===== config.mk =====
export PLATFORM = sky130hd
export DESIGN_NAME = proton_regfile
export DESIGN_NICKNAME = d
export VERILOG_FILES = /design/src/rtl/proton_pkg.sv /design/src/rtl/proton_regfile_rdport.sv /design/src/rtl/proton_regfile.sv
export SDC_FILE = /design/constraint.sdc
export NUM_CORES = 2
export LEC_CHECK = 0
export BUFFER_PORTS_ARGS = -buffer_cell sky130_fd_sc_hd__buf_4
export CAP_MARGIN = 25
export CELL_PAD_IN_SITES_DETAIL_PLACEMENT = 2
export CELL_PAD_IN_SITES_GLOBAL_PLACEMENT = 2
export CORE_MARGIN = 2
export CORE_UTILIZATION = 25
export CTS_CLUSTER_SIZE = 8
export DETAILED_ROUTE_END_ITERATION = 12
export PLACE_DENSITY_LB_ADDON = 0.1
export SYNTH_ARGS = -nofsm -noshare
export SYNTH_HDL_FRONTEND = slang
export SYNTH_HIERARCHICAL = 1
export SYNTH_SLANG_ARGS = --single-unit

===== constraint.sdc =====
create_clock -name CLK -period 4.1 [get_ports CLK]
set_clock_uncertainty 0.1 [all_clocks]
set_input_delay 0.41 -clock CLK [delete_from_list [all_inputs] [get_ports CLK]]
set_output_delay 0.41 -clock CLK [all_outputs]
set_load 0.1 [all_outputs]

===== src/rtl/proton_pkg.sv =====
// Shared definitions for the PROTON integer register file: default sizes and
// the two-state init/run encoding.
package proton_pkg;

  localparam int XLEN_DEF = 32;
  localparam int NREG_DEF = 32;

  typedef enum logic [0:0] {
    ST_CLEAR = 1'b0,
    ST_RUN   = 1'b1
  } state_e;

endpackage


===== src/rtl/proton_regfile_rdport.sv =====
// One combinational read port: array lookup with range, hardwired-zero and
// same-cycle writeback bypass overrides, forced to zero while the sweep runs.
module proton_regfile_rdport
  import proton_pkg::*;
#(
  parameter int XLEN     = XLEN_DEF,
  parameter int NREG     = NREG_DEF,
  parameter int ZERO_REG = 1,
  parameter int BYPASS   = 1,
  parameter int AW       = $clog2(NREG)
) (
  input  logic [XLEN-1:0] mem [NREG],
  input  logic [AW-1:0]   rd_addr,
  input  logic            busy,
  input  logic            we,
  input  logic [AW-1:0]   wr_addr,
  input  logic [XLEN-1:0] wr_data,
  output logic [XLEN-1:0] rd_data
);

  localparam logic [AW:0] NREG_W = (AW+1)'(NREG);

  // Read mux, overrides in priority order.
  always_comb begin
    rd_data = {XLEN{1'b0}};
    if (busy) begin
      rd_data = {XLEN{1'b0}};
    end else if ({1'b0, rd_addr} >= NREG_W) begin
      rd_data = {XLEN{1'b0}};
    end else if ((ZERO_REG != 0) && (rd_addr == {AW{1'b0}})) begin
      rd_data = {XLEN{1'b0}};
    end else if ((BYPASS != 0) && we && (wr_addr == rd_addr)) begin
      rd_data = wr_data;
    end else begin
      rd_data = mem[rd_addr];
    end
  end

endmodule


===== src/rtl/proton_regfile.sv =====
// Parametrised RV32I integer register file with init sweep, writeback bypass
// and a debug access port that yields to writeback.
module proton_regfile
  import proton_pkg::*;
#(
  parameter int XLEN      = XLEN_DEF,
  parameter int NREG      = NREG_DEF,
  parameter int NRD       = 2,
  parameter int ZERO_REG  = 1,
  parameter int BYPASS    = 1,
  parameter int INIT_MODE = 0,
  localparam int AW       = $clog2(NREG)
) (
  input  logic                CLK,
  input  logic                RST,
  input  logic [NRD*AW-1:0]   RD_ADDR,
  output logic [NRD*XLEN-1:0] RD_DATA,
  input  logic                WE,
  input  logic [AW-1:0]       WR_ADDR,
  input  logic [XLEN-1:0]     WR_DATA,
  input  logic                DBG_REQ,
  input  logic                DBG_WE,
  input  logic [AW-1:0]       DBG_ADDR,
  input  logic [XLEN-1:0]     DBG_WDATA,
  output logic                DBG_ACK,
  output logic [XLEN-1:0]     DBG_RDATA,
  output logic                BUSY
);

  localparam logic [AW:0]   NREG_W   = (AW+1)'(NREG);
  localparam logic [AW-1:0] CNT_LAST = AW'(NREG - 1);

  state_e          state_q, state_d;
  logic [AW-1:0]   cnt_q, cnt_d;
  logic            dbg_ack_q, dbg_ack_d;
  logic [XLEN-1:0] dbg_rdata_q, dbg_rdata_d;
  logic [XLEN-1:0] mem_q [NREG];
  logic            mem_we_s;
  logic [AW-1:0]   mem_waddr_s;
  logic [XLEN-1:0] mem_wdata_s;
  logic            busy_s;

  function automatic logic addr_ok(input logic [AW-1:0] a);
    return ({1'b0, a} < NREG_W);
  endfunction

  function automatic logic wr_ok(input logic [AW-1:0] a);
    return addr_ok(a) && !((ZERO_REG != 0) && (a == {AW{1'b0}}));
  endfunction

  assign busy_s = (state_q == ST_CLEAR);

  // Next-state logic; init, writeback and debug share the single write port.
  always_comb begin
    state_d     = state_q;
    cnt_d       = cnt_q;
    dbg_ack_d   = 1'b0;
    dbg_rdata_d = {XLEN{1'b0}};
    mem_we_s    = 1'b0;
    mem_waddr_s = cnt_q;
    mem_wdata_s = (INIT_MODE != 0) ? XLEN'(cnt_q) : {XLEN{1'b0}};
    case (state_q)
      ST_CLEAR: begin
        mem_we_s = 1'b1;
        if (cnt_q == CNT_LAST) begin
          state_d = ST_RUN;
          cnt_d   = {AW{1'b0}};
        end else begin
          cnt_d = cnt_q + AW'(1'b1);
        end
      end
      ST_RUN: begin
        if (WE) begin
          mem_we_s    = wr_ok(WR_ADDR);
          mem_waddr_s = WR_ADDR;
          mem_wdata_s = WR_DATA;
        end else if (DBG_REQ) begin
          dbg_ack_d = 1'b1;
          if (DBG_WE) begin
            mem_we_s    = wr_ok(DBG_ADDR);
            mem_waddr_s = DBG_ADDR;
            mem_wdata_s = DBG_WDATA;
          end else begin
            dbg_rdata_d = addr_ok(DBG_ADDR) ? mem_q[DBG_ADDR] : {XLEN{1'b0}};
          end
        end else begin
          mem_we_s = 1'b0;
        end
      end
      default: state_d = ST_CLEAR;
    endcase
  end

  // Control and debug-response flops.
  always_ff @(posedge CLK) begin
    if (RST) begin
      state_q     <= ST_CLEAR;
      cnt_q       <= {AW{1'b0}};
      dbg_ack_q   <= 1'b0;
      dbg_rdata_q <= {XLEN{1'b0}};
    end else begin
      state_q     <= state_d;
      cnt_q       <= cnt_d;
      dbg_ack_q   <= dbg_ack_d;
      dbg_rdata_q <= dbg_rdata_d;
    end
  end

  // Storage array, no reset so it maps onto distributed RAM.
  always_ff @(posedge CLK) begin
    if (mem_we_s && !RST) begin
      mem_q[mem_waddr_s] <= mem_wdata_s;
    end
  end

  for (genvar k = 0; k < NRD; k++) begin : g_rd
    proton_regfile_rdport #(
      .XLEN    (XLEN),
      .NREG    (NREG),
      .ZERO_REG(ZERO_REG),
      .BYPASS  (BYPASS),
      .AW      (AW)
    ) u_rdport (
      .mem    (mem_q),
      .rd_addr(RD_ADDR[k*AW +: AW]),
      .busy   (busy_s),
      .we     (WE),
      .wr_addr(WR_ADDR),
      .wr_data(WR_DATA),
      .rd_data(RD_DATA[k*XLEN +: XLEN])
    );
  end

  assign DBG_ACK   = dbg_ack_q;
  assign DBG_RDATA = dbg_rdata_q;
  assign BUSY      = busy_s;

endmodule


; Word level (Yosys, flattened, before mapping)
; Index checks and enable logic that the tools add are counted.
[op_classes]
n_addsub = 1
order_cmp = 5
eq_ne = 3
mux = 34
bitwise = 6
n_reduce_logical = 13
[op_table]
columns = op, n
row1 = $bwmux W1024, 1
row2 = $mux W32, 17
row3 = $bmux W32 S5, 3
row4 = $demux W32 S5, 1
row5 = $mux W5, 5
row6 = $ge A6 B6 Y1 const B, 4
row7 = $not A5 Y6, 4
row8 = $logic_not A5 Y1, 4
row9 = $eq A5 B5 Y1, 2
row10 = $lt A6 B1 Y1 const B, 1
row11 = $mux W1, 6
row12 = $add A5 B1 Y5 const B, 1
row13 = $eq A5 B5 Y1 const B, 1
row14 = $reduce_or A5 Y1, 1
row15 = $logic_and A1 B1 Y1, 4
row16 = $logic_not A1 Y1, 3
row17 = $reduce_or A3 Y1, 1
row18 = $not A1 Y1, 2
row19 = $pmux W1 S2, 1
[word_totals]
ff_bits = 1063
inputBits = 89
output_inout_bits = 98
wordCells = 98

; Longest topological paths before layout
[logic_depth]
ltp_word = 10
ltp_mapped = 10
depth_no_buf = 6

; Modules after synthesis
; The synthesis kept the hierarchy.
[by_module_without_submodules]
columns = mod, instances, cells_each, area_each_um2, seq_area_each_um2
row1 = proton_regfile, 1, 1875, 40681.5, 31530.2
row2 = proton_regfile_rdport, 2, 832, 8827.2, 0.0

; Worst setup path after synthesis
; No wires, ideal clock.
[synth_timing]
path_kind = reg2reg
start = reg state_q
end = reg mem_q[100] (netlist name), enable pin
setup_ns = 0.421
t_arrival_ns = 3.275
required_ns = 3.579
setup_slack_ns = 0.304
path_stages_with_launch = 6
path_buffers = 0
period_less_slack_ns = 3.796
cell_sequence = dfxtp_1 > inv_1 > nor2_2 > o22ai_1 > or3_1 > nor2_1
[synth_between]
elab_chain_len = 3
[synth_lines]
columns = element, line_no
row1 = from (decl), proton_regfile.sv:33  ; state_e state_q, state_d;
row2 = from (signal assigned), proton_regfile.sv:102  ; state_q <= state_d;
row3 = $not A1 Y1, -
row4 = net BUSY, proton_regfile.sv:27  ; output logic BUSY
row5 = $pmux W1 S2, proton_regfile.sv:62  ; case (state_q)
row6 = $logic_and A1 B1 Y1, proton_regfile.sv:111  ; if (mem_we_s && !RST) begin
row7 = "to (signal, indexed assignment)", proton_regfile.sv:112  ; mem_q[mem_waddr_s] <= mem_wdata_s;
row8 = to (decl), proton_regfile.sv:37  ; logic [XLEN-1:0] mem_q [NREG];
; The timed path passes the listed nets, and every way through them passes these cells.
; A chain may end at the register's enable or synchronous reset.

; Worst setup path after layout
[layout_timing]
start = reg mem_q[759] (netlist name)
end = out RD_DATA[55]
[layout_between]
elab_chain_len = 6
[layout_lines]
columns = element, line_no
row1 = $bmux W32 S5, proton_regfile_rdport.sv:35  ; rd_data = mem[rd_addr];
row2 = $mux W32 (not written as such) (2 in a row), proton_regfile_rdport.sv:35
row3 = $mux W32, proton_regfile_rdport.sv:32  ; end else if ((BYPASS != 0) && we && (wr_addr == rd_addr)) begin
row4 = $mux W32, proton_regfile_rdport.sv:30  ; end else if ((ZERO_REG != 0) && (rd_addr == {AW{1'b0}})) begin
row5 = $mux W32, proton_regfile_rdport.sv:26  ; if (busy) begin
row6 = to (decl), proton_regfile.sv:17  ; output logic [NRD*XLEN-1:0] RD_DATA,
; No other way between the ends. The select of a mux whose other input is x is not followed.

==> metrics.csv <==
metric,value,unit
outcome,"finished, final reports clean",
min_period_over_period,0.9476,
avgRoutedWirePerCell,42.18,um
root_buffer,clkbuf_16,
synth.yosys.seq_area_share,0.5405,
number_of_antenna_violations_at_the_first_check_in_global_routing,24,
gr-usage-all-layers,0.2471,
cellLeakagePower,25.33,nW
avgViaCountPerCell,5.712,
area_of_the_multi_input_gates,0.02528,mm2
numPortBuffers,186,
timing.critical_path.slowest_stage_cell,o2111ai_1,
worstPathRequired,3590,ps
core-area,0.2323,mm2
layout.nets,3998,
cap_viol_max_count,0,
clk-insertion-delay-late,840,ps
hold_viol_final,0,
layout.cells.most_common_list,"1,024 x edfxtp_1, 581 x mux2i_1, 496 x mux4_2",
ys_warn_count,6,
timing_worst_setup_path_type,register to output pin,
gpl.final_weighted_congestion,0.8128,
htree_num_levels,4,
overflow,0,
holdCritPathClass,input pin to register,
most_common_library_cell_in_the_layout_ignoring_fill_and_taps,edfxtp_1,
number_of_global_route_vias_before_repair,42632,
synth-edff-count,1024,
post-layout-total-power,27.08,mW
drtAntennaViolNets,0,
timing.fmax,0.2574,GHz
crit_chain,"mux4_2, mux2_2, o221ai_1, o2111ai_1, o211a_1, buf_4",
floorplan.initialDensity,0.2511,
slew_viol_final,0,
finalSetupViolations,0,
die_w,487.1,um
floorplan.die_area,0.2372,mm2
setup_tns,0,ps
grt_max_degree,57,
post_synth_net_total,3630,
post-route-drc-count,0,
grt_setup_unrepaired,false,
detailedRoute.firstIterationViolations,3787,
drt_pre_antenna_iters,5,
cts_buffers,157,
synthCells,3539,
drive_gt1_frac,0.3396,
cell_class_contributing_the_biggest_share_of_worst_path_delay,compound AO/OA/AOI/OAI gates,
finalHoldWorstSlack,171.7,ps
timing.critical_path.buf_inv,1,
cp.arrival,3380,ps
boundaryPins,187,
clock-sinks,1063,
total_power_density_per_cell_area,383.1,mW/mm2
postSynthRegisterBits,1063,
dp.final_hpwl,193.4,mm
placedCellCount,6789,
timing.critical_path.slowest_cell_delay,570,ps
netlist_area,0.05834,mm2
die_y,487.1,um
slew_headroom,0.2753,
cts.clk_slew.worst_paths,60,ps
fillerInstances,23573,
timing_worst_slew_pin_value,1086,ps
worst_setup_path_start_kind,register,
vias,40205,
irDropWorstVdd,0.3207,mV
synth.lib_cells_used.distinct,65,
post-route-worst-setup-slack,214.7,ps
instances_no_fill,7039,
synthToLayoutAreaGrowth,21.14,%
synthFlopType,edfxtp_1,
synth_async_sr_flop_share,0,
drt-total-wl,296.9,mm
syn_area_per_cell,16.48,um2
core.rowCount,177,
cts_tree,built,
first_pass_grt_wire_length,400.1,mm
dp_worst_setup_slack,372.8,ps
critical_path_peak_fanout,3,
endpoint_kind,output pin,
final-seq-area,0.03153,mm2
clock_path_buffers,3,
finalCriticalPeriod,3885,ps
==> cell usage after synthesis, types with 8 or more instances <==
library cell	n	area, um2
a22oi_1	92	690.7
nand3_1	49	245.2
o21ai_0	97	485.5
clkbuf_1	117	439.2
nor2b_1	43	269.0
buf_6	29	326.6
o211a_1	40	400.4
buf_2	95	475.5
o2bb2ai_1	14	122.6
mux2i_1	581	5816
nand4_1	8	50.05
o221ai_1	68	595.6
mux2_2	70	788.3
mux4_2	496	11170
xor2_1	8	70.07
edfxtp_1	1024	30750
buf_4	68	510.5
dfxtp_1	39	780.8
mux4_1	16	420.4
a211o_1	10	87.58
o21ai_1	26	130.1
a21oi_1	40	200.2
nand2b_1	10	62.56
and3_1	22	137.6
nand2_1	27	101.4
buf_1	19	71.32
o2111ai_1	32	280.3
o22ai_1	150	938.4
a221oi_1	26	227.7
o31ai_1	8	60.06
nand3b_1	8	60.06
nor2_1	46	172.7
a22o_1	57	499.2
a32oi_1	27	236.5
==> state kept, by name (all words and copies together) (netlist names) <==
register and flops:
DBG_ACK 1, DBG_RDATA 32, cnt_q 5, mem_q 1024
state_q 1
==> layout make-up <==
type                       count  area share
clock buffer                 223     0.06087
inverter                       3   0.0002302
sequential                  1063      0.4462
antenna                        3   0.0001062
tap                         3043     0.05388
timing repair buffer         545     0.07744
clock inverter                22    0.003576
multi-input combinational   2137      0.3577
==> final timing paths <==
| kind | slack (ps) | start | cells past startpoint | end |
|---|---|---|---|---|
| setup / recovery | 210 | mem_q[759] | 6 | RD_DATA[55] |
| hold / removal | 170 | WE | 4 | DBG_ACK |
| setup reg to reg | 750 | state_q | 7 | mem_q[409] |
| hold reg to reg | 440 | cnt_q[3] | 2 | cnt_q[3] |
==> metrics by stage <==
stage,utilization,area (um2)
floorplan,-,58340
global placement,0.2844,66080
detailed placement,0.2845,66090
CTS,0.3042,70660
global route,0.3042,70670
finish,0.3042,70670
==> metal layers <==
layer / GRT usage / vias up / routed length, um
met5: 0 / - / 0
met4: 0.05707 / 0 / 6685
met3: 0.03053 / 289 / 12870
met2: 0.4127 / 1294 / 144000
met1: 0.3408 / 22595 / 133300
li1: - / 16027 / -
==> report_power, final <==
group          internal, mW  switching (mW)
clock                  7.34            5.21
combinational          1.06            1.61
sequential             11.8          0.0469
==> tightest hold or removal path, cell delays in order <==
cell and delay [ps]:
buf_4 220, nand4bb_1 160, buf_4 200, inv_6 40
==> kinds of logic after synthesis <==
group,Yosys count,synth area share
buf+inv,339,0.03294
compound gates,712,0.08864
flops,1063,0.5405
fa+ha+maj,2,0.0004289
xor+xnor,10,0.001501
simple gates,250,0.02409
mux,1163,0.3119
==> timing repair <==
| action | in CTS | in global routing |
|---|---|---|
| gates resized for setup | 0 | 0 |
| hold buffers | 2 | 0 |
| hold endpoints to repair | 7 | 0 |
| setup buffers | 0 | 0 |
Power figures use the tool's default switching activity.
